`config.mk`:
```
export PLATFORM = sky130hd
export DESIGN_NAME = multicycle_ctrl_flat
export DESIGN_NICKNAME = d
export VERILOG_FILES = /design/src/rtl/multicycle_ctrl_if.sv /design/src/rtl/multicycle_ctrl.sv /design/src/flat_wrapper.sv
export SDC_FILE = /design/constraint.sdc
export NUM_CORES = 1
export LEC_CHECK = 0
export ABC_CLOCK_PERIOD_IN_PS = 2000
export BUFFER_PORTS_ARGS = -buffer_cell sky130_fd_sc_hd__buf_2
export CAP_MARGIN = 20
export CORE_MARGIN = 3
export CORE_UTILIZATION = 40
export CTS_BUF_LIST = sky130_fd_sc_hd__clkbuf_2
export DETAILED_ROUTE_END_ITERATION = 6
export PLACE_DENSITY_LB_ADDON = 0.08
export SLEW_MARGIN = 20
export SYNTH_ARGS = -nofsm -noshare
export SYNTH_HDL_FRONTEND = slang
export SYNTH_SLANG_ARGS = --single-unit
```
`constraint.sdc`:
```
create_clock -name clk -period 2 [get_ports clk]
set_input_delay 0.4 -clock clk [delete_from_list [all_inputs] [get_ports clk]]
set_output_delay 0.4 -clock clk [all_outputs]
set_load 0.05 [all_outputs]
```
`src/rtl/multicycle_ctrl_if.sv`:
```
// Handshake and control bundle between the multi-cycle sequencer and the datapath/memories.
// The controller side uses modport master, the datapath side uses modport slave.
interface multicycle_ctrl_if #(
   parameter int CNT_W = 32
);
   logic [6:0]       opcode;
   logic             imem_ready;
   logic             dmem_ready;
   logic             imem_req;
   logic             dmem_req;
   logic             ir_write;
   logic             pc_write;
   logic [1:0]       alu_op;
   logic             alu_src;
   logic             mem_read;
   logic             mem_write;
   logic             mem_2_reg;
   logic             reg_write;
   logic             branch;
   logic             jump;
   logic             trap;
   logic [1:0]       trap_cause;
   logic [CNT_W-1:0] instret;

   modport master (
      input  opcode, imem_ready, dmem_ready,
      output imem_req, dmem_req, ir_write, pc_write, alu_op, alu_src,
             mem_read, mem_write, mem_2_reg, reg_write, branch, jump,
             trap, trap_cause, instret
   );

   modport slave (
      output opcode, imem_ready, dmem_ready,
      input  imem_req, dmem_req, ir_write, pc_write, alu_op, alu_src,
             mem_read, mem_write, mem_2_reg, reg_write, branch, jump,
             trap, trap_cause, instret
   );
endinterface

```
`src/rtl/multicycle_ctrl.sv`:
```
// Multi-cycle RISC-V sequencer: FETCH/DECODE/EXEC/MEM/WB with memory-stall timeouts,
// illegal-opcode trap and a retired-instruction counter.
module multicycle_ctrl #(
   parameter int TIMEOUT = 16,
   parameter int CNT_W   = 32
) (
   input logic             clk,
   input logic             arst,
   multicycle_ctrl_if.master bus
);
   localparam int              WAIT_W    = (TIMEOUT > 1) ? $clog2(TIMEOUT) : 1;
   localparam logic [WAIT_W-1:0] WAIT_LAST = WAIT_W'(TIMEOUT - 1);

   localparam logic [6:0] OP_R   = 7'b0110011;
   localparam logic [6:0] OP_I   = 7'b0010011;
   localparam logic [6:0] OP_BEQ = 7'b1100011;
   localparam logic [6:0] OP_JAL = 7'b1101111;
   localparam logic [6:0] OP_LD  = 7'b0000011;
   localparam logic [6:0] OP_ST  = 7'b0100011;

   typedef enum logic [2:0] {
      S_RESET, S_FETCH, S_DECODE, S_EXEC, S_MEM, S_WB, S_TRAP
   } state_t;

   state_t             state_reg, state_next;
   logic [6:0]         op_reg;
   logic [WAIT_W-1:0]  wait_reg;
   logic [1:0]         cause_reg, cause_next;
   logic [CNT_W-1:0]   instret_reg;

   always_comb begin
      state_next     = state_reg;
      cause_next     = cause_reg;
      bus.imem_req   = 1'b0;
      bus.dmem_req   = 1'b0;
      bus.ir_write   = 1'b0;
      bus.pc_write   = 1'b0;
      bus.alu_op     = 2'b00;
      bus.alu_src    = 1'b0;
      bus.mem_read   = 1'b0;
      bus.mem_write  = 1'b0;
      bus.mem_2_reg  = 1'b0;
      bus.reg_write  = 1'b0;
      bus.branch     = 1'b0;
      bus.jump       = 1'b0;
      bus.trap       = 1'b0;
      unique case (state_reg)
         S_RESET: state_next = S_FETCH;
         S_FETCH: begin
            bus.imem_req = 1'b1;
            if (bus.imem_ready) begin
               bus.ir_write = 1'b1;
               state_next   = S_DECODE;
            end else if (wait_reg == WAIT_LAST) begin
               state_next = S_TRAP;
               cause_next = 2'b01;
            end
         end
         S_DECODE: begin
            if (bus.opcode inside {OP_R, OP_I, OP_BEQ, OP_JAL, OP_LD, OP_ST}) begin
               state_next = S_EXEC;
            end else begin
               state_next = S_TRAP;
               cause_next = 2'b10;
            end
         end
         S_EXEC: begin
            unique case (op_reg)
               OP_R:   begin bus.alu_op = 2'b10; state_next = S_WB; end
               OP_I:   begin bus.alu_src = 1'b1; state_next = S_WB; end
               OP_BEQ: begin
                  bus.alu_op   = 2'b01;
                  bus.branch   = 1'b1;
                  bus.pc_write = 1'b1;
                  state_next   = S_FETCH;
               end
               OP_JAL: begin
                  bus.jump     = 1'b1;
                  bus.pc_write = 1'b1;
                  state_next   = S_FETCH;
               end
               OP_LD, OP_ST: begin bus.alu_src = 1'b1; state_next = S_MEM; end
               default: begin state_next = S_TRAP; cause_next = 2'b10; end
            endcase
         end
         S_MEM: begin
            bus.dmem_req  = 1'b1;
            bus.alu_src   = 1'b1;
            bus.mem_read  = (op_reg == OP_LD);
            bus.mem_write = (op_reg == OP_ST);
            if (bus.dmem_ready) begin
               // A store retires here; a load still needs its writeback cycle.
               if (op_reg == OP_ST) begin
                  bus.pc_write = 1'b1;
                  state_next   = S_FETCH;
               end else begin
                  state_next = S_WB;
               end
            end else if (wait_reg == WAIT_LAST) begin
               state_next = S_TRAP;
               cause_next = 2'b11;
            end
         end
         S_WB: begin
            bus.reg_write = 1'b1;
            bus.pc_write  = 1'b1;
            bus.mem_2_reg = (op_reg == OP_LD);
            bus.alu_op    = (op_reg == OP_R) ? 2'b10 : 2'b00;
            bus.alu_src   = (op_reg != OP_R);
            state_next    = S_FETCH;
         end
         S_TRAP:  bus.trap = 1'b1;
         default: state_next = S_RESET;
      endcase
   end

   always_ff @(posedge clk or posedge arst) begin
      if (arst) begin
         state_reg   <= S_RESET;
         op_reg      <= 7'd0;
         wait_reg    <= '0;
         cause_reg   <= 2'b00;
         instret_reg <= '0;
      end else begin
         state_reg <= state_next;
         cause_reg <= cause_next;
         if (state_reg == S_DECODE) begin
            op_reg <= bus.opcode;
         end
         // Wait count restarts whenever a FETCH or MEM phase is (re)entered.
         if ((state_reg == S_FETCH || state_reg == S_MEM) && state_next == state_reg) begin
            wait_reg <= wait_reg + 1'b1;
         end else begin
            wait_reg <= '0;
         end
         if (bus.pc_write) begin
            instret_reg <= instret_reg + 1'b1;
         end
      end
   end

   assign bus.trap_cause = cause_reg;
   assign bus.instret    = instret_reg;
endmodule

```
`src/flat_wrapper.sv`:
```
// flat-port wrapper written by rule: the top's interface ports become plain ports
module multicycle_ctrl_flat 
#(
   parameter int TIMEOUT = 16,
   parameter int CNT_W   = 32
)
  (clk, arst, bus_opcode, bus_imem_ready, bus_dmem_ready, bus_imem_req, bus_dmem_req, bus_ir_write, bus_pc_write, bus_alu_op, bus_alu_src, bus_mem_read, bus_mem_write, bus_mem_2_reg, bus_reg_write, bus_branch, bus_jump, bus_trap, bus_trap_cause, bus_instret);
  multicycle_ctrl_if #(.CNT_W(CNT_W)) bus_i ();
  input logic clk;
  input logic arst;
  input wire logic [$bits(bus_i.opcode)-1:0] bus_opcode;
  input wire logic [$bits(bus_i.imem_ready)-1:0] bus_imem_ready;
  input wire logic [$bits(bus_i.dmem_ready)-1:0] bus_dmem_ready;
  output wire logic [$bits(bus_i.imem_req)-1:0] bus_imem_req;
  output wire logic [$bits(bus_i.dmem_req)-1:0] bus_dmem_req;
  output wire logic [$bits(bus_i.ir_write)-1:0] bus_ir_write;
  output wire logic [$bits(bus_i.pc_write)-1:0] bus_pc_write;
  output wire logic [$bits(bus_i.alu_op)-1:0] bus_alu_op;
  output wire logic [$bits(bus_i.alu_src)-1:0] bus_alu_src;
  output wire logic [$bits(bus_i.mem_read)-1:0] bus_mem_read;
  output wire logic [$bits(bus_i.mem_write)-1:0] bus_mem_write;
  output wire logic [$bits(bus_i.mem_2_reg)-1:0] bus_mem_2_reg;
  output wire logic [$bits(bus_i.reg_write)-1:0] bus_reg_write;
  output wire logic [$bits(bus_i.branch)-1:0] bus_branch;
  output wire logic [$bits(bus_i.jump)-1:0] bus_jump;
  output wire logic [$bits(bus_i.trap)-1:0] bus_trap;
  output wire logic [$bits(bus_i.trap_cause)-1:0] bus_trap_cause;
  output wire logic [$bits(bus_i.instret)-1:0] bus_instret;
  assign bus_i.opcode = bus_opcode;
  assign bus_i.imem_ready = bus_imem_ready;
  assign bus_i.dmem_ready = bus_dmem_ready;
  assign bus_imem_req = bus_i.imem_req;
  assign bus_dmem_req = bus_i.dmem_req;
  assign bus_ir_write = bus_i.ir_write;
  assign bus_pc_write = bus_i.pc_write;
  assign bus_alu_op = bus_i.alu_op;
  assign bus_alu_src = bus_i.alu_src;
  assign bus_mem_read = bus_i.mem_read;
  assign bus_mem_write = bus_i.mem_write;
  assign bus_mem_2_reg = bus_i.mem_2_reg;
  assign bus_reg_write = bus_i.reg_write;
  assign bus_branch = bus_i.branch;
  assign bus_jump = bus_i.jump;
  assign bus_trap = bus_i.trap;
  assign bus_trap_cause = bus_i.trap_cause;
  assign bus_instret = bus_i.instret;
  multicycle_ctrl #(.TIMEOUT(TIMEOUT), .CNT_W(CNT_W)) u_core (.clk(clk), .arst(arst), .bus(bus_i));
endmodule
```
# --- After elaboration in Yosys (flattened, before gate mapping) ---
# Index checks and enable logic that the tools add are counted.
word_totals:
  ff_bits: 48
op_classes:
  n_eq_ne: 27
  addsub: 2
  n_mux: 37
  reduce_logical: 12
ops:
  columns: ["operator", "count"]
  rows:
  - ["adder 32 x 1 -> 32 bit (second input constant)", 1]
  - ["equality test 7 x 6 -> 1 bit (second input constant)", 4]
  - ["equality test 7 bit (second input constant)", 4]
  - ["one-hot mux 3 bit (6 select lines)", 1]
  - ["two-way mux 1 bit", 17]
  - ["two-way mux 3 bit", 5]
  - ["equality test 7 x 2 -> 1 bit (second input constant)", 2]
  - ["equality test 7 x 5 -> 1 bit (second input constant)", 2]
  - ["two-way mux 2 bit", 7]
  - ["equality test 3 bit (second input constant)", 3]
  - ["one-hot mux 3 bit (3 select lines)", 1]
  - ["inequality test 2 bit (second input constant)", 4]
  - ["one-hot mux 2 bit (2 select lines)", 2]
  - ["one-hot mux 2 bit (4 select lines)", 1]
  - ["OR reduction 2 bit", 4]
  - ["inequality test 7 x 6 -> 1 bit (second input constant)", 1]
  - ["AND reduction 7 bit", 1]
  - ["equality test 3 x 2 -> 1 bit (second input constant)", 2]
  - ["one-hot mux 1 bit (3 select lines)", 2]
  - ["nonzero test 6 bit", 1]
  - ["OR reduction 6 bit", 1]
  - ["adder 4 x 1 -> 4 bit (second input constant)", 1]
  - ["equality test 4 bit (second input constant)", 1]
  - ["two-way mux 4 bit", 1]
  - ["other kinds (8)", 9]

# --- Depth between registers and ports, before layout ---
# Gate-level depths: netlist of the first run.
logic_depth:
  word_depth: 7
  ltp_mapped: 8

# --- Worst setup path before layout of the first run ---
# Ideal clock, no wire load.
synth_timing:
  path_kind: "register to output"
  from: "reg u_core.op_reg[3]"
  to: "out bus_mem_2_reg"
  stages_incl_launch_ff: 4
  slack_ns: -0.875
  path_buffers: 0
  arrival_ns: 2.475
  t_required_ns: 1.600
  path_cell_list: "dfrtp_1 > nor4_4 > nand2_1 > nor4_1"
synth_between:
  elab_chain_cells: 2
synth_lines:
  columns: ["item", "line", "rtl"]
  rows:
  - ["start: declaration", "multicycle_ctrl.sv:26", "logic [6:0] op_reg;"]
  - ["start signal: assignment", "multicycle_ctrl.sv:128", "op_reg <= bus.opcode;"]
  - ["equality test 7 x 2 -> 1 bit", "multicycle_ctrl.sv:107", "bus.mem_2_reg = (op_reg == OP_LD);"]
  - ["two-way mux 1 bit", "multicycle_ctrl.sv:47", "unique case (state_reg)"]
  - ["end: declaration", "flat_wrapper.sv:22", "output wire logic [$bits(bus_i.mem_2_reg)-1:0] bus_mem_2_reg;"]
# Every way passes these cells.

# --- Worst setup path after layout of the first run ---
layout_timing:
  from: "reg u_core.op_reg[0]"
  to: "out bus_pc_write"
layout_between:
  elab_chain_cells: 4
  word_cells_on_any_way: 8
  classes_between: "eq/ne: 3; mux: 4; reduce/logical: 1"
layout_lines:
  columns: ["item", "line", "rtl"]
  rows:
  - ["equality test 7 x 6 -> 1 bit or equality test 7 bit (tied branches)", "multicycle_ctrl.sv:93, multicycle_ctrl.sv:68", null]
  - ["two-way mux 1 bit or OR reduction 2 bit (tied branches)", null, null]
  - ["two-way mux 1 bit, on equally long branches", "multicycle_ctrl.sv:91, multicycle_ctrl.sv:68", null]
  - ["one-hot mux 1 bit (3 select lines) (*)", "multicycle_ctrl.sv:47", null]
  - ["end: declaration", "flat_wrapper.sv:17", "output wire logic [$bits(bus_i.pc_write)-1:0] bus_pc_write;"]
# Mark *: on every way between the ends. The rest lies on a longest branch, timed or not.

==> impl.org, run 1 <==
** Cells and area
- The register with the most flip-flops in the layout has 32 of them.
- Fraction of final layout cells with drive strength greater than 1 :: 0.444
- For this run, the number of standard cells in the final layout without fillers is 422.
- The final layout contains 359 nets.
- Fin util :: 0.598
- 0 antenna diodes ended up in the layout.
- From synthesis to final layout, the design area changed by 41.2%.
- Most frequent cells in the layout :: buf_2 (45), dfrtp_1 (45), buf_4 (26), nand2_1 (19), xnor2_1 (17)

** STA
- The hold violation total from the final report was 0.
- Maximum clock rate :: 443 MHz
- Final Cycle Share :: 1.13
- After layout, the minimum clock period comes to 2.26 ns.
- Headroom to the max-slew limit :: 0.649
- The max-slew violation total from the final report is 0.
- Worst Hold Margin :: 0.221 ns
- Setup repair after global routing could not meet its margin everywhere.
- Across all setup checks in the final design, the least slack found is -0.256 ns.
- After routing, the total negative slack on setup checks comes to -1.84 ns.
- Setup violations remaining at the end of the flow were counted as 10.
- At the pin with the least slew margin, the transition time is 0.526 ns.
- Across the routed clock network, the largest skew measured is 0.0178 ns.

** Die
- The die covers 0.00741 sq mm.
- Die height :: 86.1 um
- Starting utilization of the core area :: 0.423
- The initialized floorplan defines 28 standard-cell rows.
- The floorplan step set the die width to 86.1 um.
- Floorplan Core Area :: 0.00606 sq mm
- In this run the count of I/O pins placed on the die edge is 59.

** GRT
- Entering global routing, the biggest net connects 26 pins.
- The number of global-route vias before repair is 2,167.
- First-pass GRT wire length :: 10,500 um
- For this run the aggregate overflow at the end of global routing stands at 0.
- In the global route stage, overall resource usage came out at 0.175.
- Number of antenna violations at the first check in global routing :: 0

** Logic synthesis
- Post-synthesis instance area :: 0.00257 sq mm
- Netlist cell types :: 41
- The number of nets in the synthesized netlist is 266.
- Of the post-synthesis cell area, the dominant cell type holds 0.468.
- Synthesis produced a netlist whose cell count is 253.
- During synthesis, Yosys emitted a total of 0 warnings.
- Counting flops and latches in the post-synthesis netlist gives 48.
- Top FF cell, synth :: dfrtp_1
- Yosys mapped a number of flops with a built-in enable equal to 0.
- Sequential-to-total area share from yosys stat :: 0.468
- Yosys attributes the largest share of cell area to dfrtp_1 (47%), xnor2_1 (6.1%), xor2_1 (5.5%).
- Dividing the synthesized area by the synthesized cell count gives 10.1 sq um.
- Summed over all instances, the cell type with the most area after synthesis is dfrtp_1.
- For this run, asynchronously set or reset flops after synthesis account for 1.00.

** Placed design
- At the end of routability-driven placement, the weighted congestion stood at 0.749.
- Once detailed placement completed, the half-perimeter wirelength came to 4320 um.
- Once placement completed, the tool counted placed cells totaling 394.
- Number of buffers inserted by port buffering :: 58

** Min path
- Worst min-delay path category :: primary input to flop
- WHS Endpoint :: u_core.op_reg[0]$_DFFE_PP0P_
- Hold Crit Start :: bus_opcode[0]
- WHS Path Cells :: 2

** Worst setup path
- The worst register-to-register path begins at u_core.op_reg[0]$_DFFE_PP0P_.
- The endpoint identified for the worst register-to-register timing path is u_core.bus.instret[26]$_DFFE_PP0P_.
- The worst setup path is captured at a primary output.
- Arrival @ worst endpoint :: 1.86 ns
- Element type at the critical path start :: flop
- Across all register-to-register paths, the minimum setup slack is -0.03 ns.
- The critical path is of the flop to primary output type.
- Required @ worst endpoint :: 1.60 ns
- R2R cell count :: 11
- Of all nets on the critical path, the largest fanout is 4.

** Run status
- Outcome :: finished with violations
- Failing checks :: negative setup slack

** Route
- Overall routed net length :: 6120 um
- Via/cell ratio :: 5.25
- Before antenna repair, the detailed router went through 4 iterations.
- Initial detailed-routing violation count :: 55
- Number of antenna-violating nets in the routed design :: 0
- Per-cell routed wire length :: 14.5 um
- After detailed routing, the number of remaining DRC violations is 0.
- Total vias in the final route :: 2,216

** Clock network
- Bufs on Longest Clock Path :: 2
- Num Clock Sinks :: 48
- Clock latency on the worst-skew pair, taken at its later pin, is 0.42 ns.
- Cell at the root of the clock tree :: clkbuf_2
- TritonCTS created 5 clock buffers.
- Clock-pin slew reported for the worst setup and hold paths after clock tree synthesis :: 0.25 ns
- The H-tree was split into 2 levels.
- Clock tree from TritonCTS :: yes

** Power and ir drop
- Summed over all cells, the static leakage comes to 0.00180 uW.
- Power density over cell area :: 498 mW/mm^2
- Maximum ir drop on the vdd rail :: 0.000369 V

** Job
- Max-cap violations in this run came to 0.
[metal layers]
layer / wire, um / GRT usage
met1: 2700 / 0.240
met2: 3090 / 0.283
met3: 255 / 0.0307
met4: 70 / 0.0532
met5: 0 / 0
[timing repair]
item,CTS,global route
endpoints found under the hold margin,23,0
buffers inserted,11,7
gates resized for setup,42,25
cloned,0,1
setup endpoints to repair,13,31
pin swaps,7,16
hold buffers,1,0
[per-stage QoR]
stage | area (sq um) | setup WS [ns] | total power (uW)
floorplan | 2640 | -0.181 | 1010
global placement | 3120 | 0.0825 | 1040
detailed placement | 3120 | 0.0676 | 1040
CTS | 3460 | -0.338 | 1830
global route | 3620 | -0.387 | 1880
finish | 3620 | -0.256 | 1800
[area by class of cell]
class / instances / area, sq um
Timing Repair Buffer: 95 / 713
Fill cell: 554 / 2440
Inverter: 10 / 42.5
Clock buffer: 5 / 25.0
Sequential cell: 48 / 1200
Clock inverter: 3 / 90.1
Tap cell: 75 / 93.8
Multi-Input combinational cell: 186 / 1460
[how the worst max path moves through the flow]
| stage | startpoint | endpoint | slack [ns] | cells past startpoint |
|---|---|---|---|---|
| 6_report | u_core.op_reg[0]$_DFFE_PP0P_ | bus_pc_write | -0.26 | 7 |
| 5_1_grt | u_core.op_reg[0]$_DFFE_PP0P_ | bus_pc_write | -0.39 | 7 |
| 4_1_cts | u_core.op_reg[3]$_DFFE_PP0P_ | bus_alu_src | -0.34 | 5 |
| 3_5_place_dp | u_core.op_reg[2]$_DFFE_PP0P_ | u_core.bus.instret[24]$_DFFE_PP0P_ | 0.07 | 6 |
| 3_3_place_gp | u_core.op_reg[2]$_DFFE_PP0P_ | u_core.bus.instret[30]$_DFFE_PP0P_ | 0.08 | 6 |
| 2_1_floorplan | u_core.state_reg[1]$_DFF_PP0_ | bus_trap | -0.18 | 3 |
[Yosys cell counts, drive strengths merged, types with 3 or more instances]
cell type and instances:
and2 4, nor4 8, nand3b 3, nor2 17, a21oi 4, xnor2 18
xor2 16, mux2 7, buf 5, nand4 15, nand2 21, and3 11
nand3 17, dfrtp 48, nor3 16, clkbuf 4, o21ai 6, inv 10
[power by group]
part	internal, uW	switching [uW]
Sequential	973	0
Combinational	16.0	31.8
Clock	461	323
Total	1450	355
[kinds of logic (layout without fill, tap and decap cells)]
logic type,count (synthesis),after routing,synth area share
DFF,48,48,0.468
and+or+nand+nor,124,124,0.284
buffers and inverters,19,113,0.0336
AOI/OAI and AO/OA,19,19,0.0580
xor gates and xnor gates,34,34,0.116
muxes,7,7,0.0307
adders and majority gates,2,2,0.00975
[critical path, cell delays in order, from the launching register on]
cell	delay, ns
dfrtp_1	0.42
nand2_2	0.11
nor4_4	0.27
buf_4	0.16
buf_6	0.09
a41oi_4	0.12
inv_2	0.11
buf_8	0.15
No activity file was read; power rests on OpenSTA's default activity.
==> run 2: changes to the inputs <==
Settings changed: SETUP_SLACK_MARGIN from default to 0.3.
==> impl.org, run 2 (same netlist as run 1, synthesis figures left out) <==
** Run status
- Outcome :: finished with violations
- The final reports fail on negative setup slack.

** Worst setup path
- STA classifies the critical path endpoint as a primary output.
- Grouping stages by cell kind, the critical path spends the most delay in simple AND/OR/NAND/NOR gates.
- The required arrival time at the worst endpoint came to 1.60 ns (about the same).
- Start-to-end type of the worst setup path :: flop to primary output
- The peak fanout along the critical path came to 3 (-1).
- Crit. Startpoint :: u_core.op_reg[4]$_DFFE_PP0P_
- Worst reg2reg path startpoint :: u_core.op_reg[1]$_DFFE_PP0P_
- STA classifies the critical path startpoint as a flop.
- Arrival @ worst endpoint :: 1.86 ns (about the same)
- Count of buffering cells on the critical path with inverters included :: 1 (-3)
- The critical path's largest stage delay came to 0.46 ns (+0.04 ns).
- The slowest stage of the critical path belongs to the cell or3_4.
- Series of cell instances along the critical path :: nand3b_1 -> or3_4 -> nor3_4 -> buf_6

** Cells and area
- The final layout net count was 375 (+4.5%).
- Compared with the post-synthesis result, the final layout area differs by 61.5%.
- The number of inserted filler cells in the final layout came to 466 (-16%).
- The library cells used most frequently in the layout, excluding fill and tap cells, are buf_2 (44), buf_4 (30), dfrtp_1 (26), buf_6 (23), dfrtp_2 (22).
- Leaving out fill and tap cells, the most frequent cell in the layout is buf_2.
- The count of non-filler cells in the finished layout came to 438 (+3.8%).
- The share of cells above drive strength 1 was 0.598 (+0.154).
- The count of inserted antenna diode cells is 0 (unchanged).
- Max FFs per register :: 32 (unchanged)

** GRT
- The wire length of the first global-routing pass was 11,500 um (+9.2%).
- Global-route usage over all layers :: 0.192 (+0.0165)
- The number of antenna violations at the first check in global routing came to 0 (unchanged).
- The remaining global-route overflow was 0 (unchanged).
- Maximum number of pins on one net before global-route repair :: 26 (unchanged)
- The number of global-route vias before repair came to 2,337 (+7.8%).

** Placed design
- Final weighted congestion in routability-driven placement :: 0.753 (+0.48%)
- The placed wire-length estimate after detailed placement is 4610 um (+6.7%).
- Minimum setup slack after placement :: 0.000147 ns (-0.0674 ns)
- Cell count after placement :: 400 (+1.5%)
- Number of buffers inserted by port buffering :: 58 (unchanged)

** STA
- The hold violation total from the final report was 0 (unchanged).
- The final clock skew is 0.0143 ns (-0.00353 ns).
- The period utilization came to 1.13 (about the same).
- The worst-margin pin slew is 0.529 ns (+0.00258 ns).
- Least setup slack across all paths after layout :: -0.257 ns (-0.00104 ns)
- Post-layout minimum cycle time :: 2.26 ns (+0.00104 ns)
- Headroom to the max-slew limit :: 0.647 (-0.00172)
- Setup repair after global routing could not meet its margin everywhere.
- The maximum achievable frequency came to 443 MHz (about the same).
- The number of failing setup endpoints in the final timing report came to 35 (+25).
- The max-slew violation total from the final report came to 0 (unchanged).

** Clock network
- Num Clock Sinks :: 48 (unchanged)
- Bufs on Longest Clock Path :: 2 (unchanged)
- Cell at the root of the clock tree :: clkbuf_2
- The number of buffers inserted during clock tree synthesis was 5 (unchanged).
- The clock slew seen by the registers of the worst setup and hold paths was 0.22 ns (-0.03 ns).
- Number of levels the H-tree was split into :: 2 (unchanged)
- TritonCTS built the clock tree.
- Clock latency of the later-clocked register in the worst-skew pair :: 0.41 ns (about the same)

** Die
- Number of placement rows :: 28 (unchanged)
- Width of the die :: 86.1 um (unchanged)
- The core region area came to 0.00606 sq mm (unchanged).
- The die outline height came to 86.1 um (unchanged).
- Full die area :: 0.00741 sq mm (unchanged)
- The total I/O pin count was 59 (unchanged).
- Starting utilization of the core area :: 0.423 (unchanged)

** Route
- Total vias in the final route :: 2,323 (+4.8%)
- Initial detailed-routing violation count :: 62 (+13%)
- Overall routed net length :: 6940 um (+13%)
- The remaining design rule violation count came to 0 (unchanged).
- Via/cell ratio :: 5.30 (+1.0%)
- The detailed-route wire length per cell came to 15.8 um (+9.3%).
- The antenna violation net count after detailed routing came to 0 (unchanged).
- Detailed-routing iteration count for the pre-antenna-repair pass :: 4 (unchanged)

** Job
- Max_cap viols :: 0 (unchanged)

** Min path
- Worst min-delay path category :: primary input to flop
- The worst hold path begins at bus_opcode[5].

** Power and ir drop
- Power density over cell area :: 371 mW/mm^2 (-25%)
- The static leakage power is 0.00221 uW (+23%).
- The peak ir drop on the vdd network came to 0.000554 V (+50%).
## run 2: routing by layer
| metal | wire length (um) | GRT usage | vias up |
|---|---|---|---|
| li1 | - | - | 1122 |
| met1 | 3030 | 0.257 | 1151 |
| met2 | 3640 | 0.328 | 44 |
| met3 | 217 | 0.0307 | 6 |
| met4 | 53 | 0.0417 | 0 |
| met5 | 0 | 0 | - |
## run 2: layout make-up
class                           count  area (sq um)  share of cell area
Clock inverter                      2          35.0             0.00845
Tap cell                           75          93.8              0.0226
Timing Repair Buffer              111           947               0.228
Sequential cell                    48          1230               0.296
Clock buffer                        6          30.0             0.00724
Inverter                           10          45.0              0.0109
Multi-Input combinational cell    186          1770               0.426
## run 2: per-stage QoR
stage	instance area (sq um)	hold WS, ns	setup TNS, ns	utilization	power (uW)
finish	4150	0.242	-4.05	0.684	1540
global route	4150	0.207	-9.08	0.684	1610
CTS	3860	0.215	-2.46	0.637	1560
detailed placement	3360	0.459	0	0.555	1040
global placement	3360	0.446	0	0.555	1040
floorplan	2860	0.432	-0.153	-	1010
## run 2: final timing paths
check,end,slack (ns),depth (start not counted)
max,bus_alu_op[0],-0.26,4
min,u_core.op_reg[5]$_DFFE_PP0P_,0.24,2
max reg2reg,u_core.bus.instret[26]$_DFFE_PP0P_,-0.19,11
min reg2reg,u_core.bus.instret[31]$_DFFE_PP0P_,0.48,1
max in group asynchronous,u_core.bus.instret[11]$_DFFE_PP0P_,0.86,4
min in group asynchronous,u_core.bus.instret[21]$_DFFE_PP0P_,0.53,3
## run 2: timing repair
action                     in CTS  in global routing
cloned                          1                  1
hold endpoints to repair       23                  0
buffers inserted               18                  9
setup endpoints to repair      47                 53
pin swaps                      17                 38
hold buffers                    1                  0
gates resized for setup        66                 37
## run 2: report_power, final
part           switching, uW  leakage [uW]  internal, uW  total, uW
clock                    305     0.0000430           215        519
combinational           32.9       0.00155          15.3       48.2
sequential                 0      0.000615           972        972
total                    337       0.00221          1200       1540
==> run 3: changes to the inputs <==
--- a/config.mk
+++ b/config.mk
@@ -10,3 +10,2 @@
 export CAP_MARGIN = 20
-export CORE_MARGIN = 3
 export CORE_UTILIZATION = 40
--- a/constraint.sdc
+++ b/constraint.sdc
@@ -3,2 +3,2 @@
 set_output_delay 0.4 -clock clk [all_outputs]
-set_load 0.05 [all_outputs]
+set_load 0.1 [all_outputs]
==> impl.org, run 3 (same netlist as run 1, synthesis figures left out) <==
** Run status
- The run finished, with violations left.
- The checks that failed: negative setup slack.

** Cells and area
- Diodes inserted :: 0 (unchanged)
- Fraction of final layout cells with drive strength greater than 1 :: 0.580 (-0.0183)
- Fin util :: 0.688 (+0.00372)
- Relative to the synthesized area, the layout overhead comes to 62.4%.
- Max FFs per register :: 32 (unchanged)
- In the layout the commonest cells are buf_4 (57), dfrtp_1 (20), buf_12 (18), dfrtp_4 (17).
- Most common cell after layout, fill and taps aside :: buf_4
- The final layout net count was 364 (-2.9%).
- Non-filler instance count after layout :: 427 (-2.5%)

** STA
- Least setup slack across all paths after layout :: -0.316 ns (-0.0598 ns)
- Clock skew :: 0.0160 ns (+0.00175 ns)
- The period utilization came to 1.16 (+0.0299).
- Post-layout minimum cycle time :: 2.32 ns (+0.0598 ns)
- Total of endpoints with negative setup slack in the final report :: 17 (-51%)
- Worst Hold Margin :: 0.218 ns (-0.0239 ns)
- The sum of negative setup slack was -2.75 ns (+1.30 ns).
- The hold violation total from the final report was 0 (unchanged).
- Maximum clock rate :: 432 MHz (-2.6%)
- Headroom to the max-slew limit :: 0.671 (+0.0240)
- Fin. max-slew vios :: 0 (unchanged)
- Slew at the pin closest to its max-slew limit :: 0.493 ns (-0.0364 ns)
- Setup repair after global routing could not meet its margin everywhere.

** Worst setup path
- The number of cells on the worst reg-to-reg path came to 9 (-2).
- Crit path max-delay cell type :: dfrtp_2
- The critical path's largest stage delay was 0.47 ns (about the same).
- Worst reg2reg path startpoint :: u_core.op_reg[2]$_DFFE_PP0P_
- Nature of the critical path endpoint :: primary output
- Cell family with the largest share of critical-path delay :: simple AND/OR/NAND/NOR gates
- The critical path is of the flop to primary output type.
- Required @ worst endpoint :: 1.60 ns (about the same)
- The peak fanout along the critical path is 3 (unchanged).
- The arrival time of data at the critical path endpoint is 1.92 ns (+0.06 ns).
- Count of buffering cells on the critical path with inverters included :: 1 (unchanged)
- Terminus of the critical flop-to-flop path :: u_core.bus.instret[25]$_DFFE_PP0P_
- Series of cell instances along the critical path :: nand3b_1 -> or3_4 -> nor3_4 -> buf_12
- R2R setup slack :: -0.07 ns (+0.12 ns)
- Element type at the critical path start :: flop

** Die
- The number of standard-cell rows in the floorplan came to 28 (unchanged).
- Die height :: 82.1 um (-4.6%)
- Floorplan Core Area :: 0.00606 sq mm (unchanged)
- Starting utilization of the core area :: 0.423 (unchanged)
- The total I/O pin count is 59 (unchanged).
- The die boundary width came to 82.1 um (-4.6%).
- Full die area :: 0.00674 sq mm (-9.1%)

** GRT
- Via count of the first global-routing pass :: 2,105 (-9.9%)
- Maximum number of pins on one net before global-route repair :: 31 (+19%)
- The global router's overall resource usage was 0.199 (+0.00674).
- Number of antenna violations at the first check in global routing :: 0 (unchanged)
- Total congestion overflow after global routing :: 0 (unchanged)
- The wire length of the first global-routing pass was 10,100 um (-12%).

** Route
- Detailed-routing iteration count for the pre-antenna-repair pass :: 4 (unchanged)
- The antenna violation net count after detailed routing came to 0 (unchanged).
- M1 wire length :: 2780 um (-8.1%)
- Overall routed net length :: 6370 um (-8.2%)
- Met3 wire len :: 228 um (+5.1%)
- Initial detailed-routing violation count :: 48 (-23%)
- The ratio of routed vias to standard cells was 5.34 (+0.63%).
- Top layer used by detailed routing :: met4
- # DRC :: 0 (unchanged)
- The detailed-route wire length per cell came to 14.9 um (-5.8%).
- Sum of met2 wire segment lengths after detailed routing :: 3270 um (-10%)
- Total vias in the final route :: 2,279 (-1.9%)

** Clock network
- The maximum level of the CTS H-tree is 2 (unchanged).
- Cell at the root of the clock tree :: clkbuf_2
- The number of buffers on the longest clock path is 2 (unchanged).
- The number of buffers inserted during clock tree synthesis came to 5 (unchanged).
- The clock slew seen by the registers of the worst setup and hold paths is 0.24 ns (+0.02 ns).
- Num Clock Sinks :: 48 (unchanged)
- The source-to-sink clock delay at the later pin of the worst-skew pair was 0.43 ns (+0.02 ns).
- Clock tree from TritonCTS :: yes

** Power and ir drop
- Static leakage power :: 0.00207 uW (-6.5%)
- Power density over cell area :: 377 mW/mm^2 (+1.4%)
- The peak ir drop on the vdd network is 0.000303 V (-45%).

** Placed design
- The placed wire-length estimate after detailed placement is 4550 um (-1.2%).
- The final estimated routing congestion in global placement was 0.787 (+4.6%).
- Cell count after placement :: 404 (+1.0%)
- Number of buffers inserted by port buffering :: 58 (unchanged)

** Min path
- The worst hold path begins at bus_opcode[5].
- In this run the worst hold path is classified as primary input to flop.
- WHS Path Cells :: 2 (unchanged)
- The path with the worst hold slack has its endpoint at u_core.op_reg[5]$_DFFE_PP0P_.

** Job
- Max_cap viols :: 0 (unchanged)
-- run 3: cell count changes in the layout (fill, tap and decap cells not counted), sizes merged --
| cell | change |
|---|---|
| buf | -12 |
| clkinv | -1 |
| clkinvlp | +2 |
-- run 3: how the worst max path moves through the flow --
| stage | start | endpoint | slack (ns) | cells past startpoint |
|---|---|---|---|---|
| floorplan | u_core.op_reg[1]$_DFFE_PP0P_ | bus_mem_2_reg | -0.57 | 4 |
| global placement | u_core.op_reg[6]$_DFFE_PP0P_ | bus_mem_2_reg | 0.06 | 4 |
| detailed placement | u_core.op_reg[6]$_DFFE_PP0P_ | bus_mem_2_reg | 0.02 | 4 |
| CTS | u_core.state_reg[2]$_DFF_PP0_ | bus_branch | -0.34 | 4 |
| global route | u_core.op_reg[0]$_DFFE_PP0P_ | bus_alu_op[1] | -0.44 | 6 |
| finish | u_core.op_reg[4]$_DFFE_PP0P_ | bus_alu_op[0] | -0.32 | 4 |
-- run 3: final cells by class --
cell class / instances / area [sq um]
fill: 467 / 1890
multi-input combinational: 186 / 1670
sequential: 48 / 1280
timing repair buffer: 100 / 998
tap: 75 / 93.8
inverter: 10 / 53.8
clock inverter: 3 / 46.3
clock buffer: 5 / 25.0
-- run 3: per-stage QoR --
step           worst slack (ns)  area (sq um)  power, uW
6_report                 -0.316          4170       1570
5_1_grt                  -0.435          4170       1630
4_1_cts                  -0.339          3890       1580
3_5_place_dp             0.0236          3660       1040
3_3_place_gp             0.0640          3660       1040
2_1_floorplan            -0.566          2930       1010
-- run 3: report_power, final --
part           switching, uW  internal [uW]
logic                   32.2           16.4
clock network            333            215
registers                  0            972
total                    365           1200
-- run 3: layer usage --
metal / vias to the layer above / global-route usage
met5: - / 0
met4: 0 / 0.0807
met3: 7 / 0.0407
met2: 45 / 0.318
met1: 1125 / 0.262
li1: 1102 / -
-- run 3: repair_timing --
item	in CTS	in global routing
resized for setup	36	43
hold buffers	1	0
endpoints found under the hold margin	18	0
gates cloned	0	0
pin swaps	9	13
setup endpoints to repair	76	59
buffers inserted	7	7
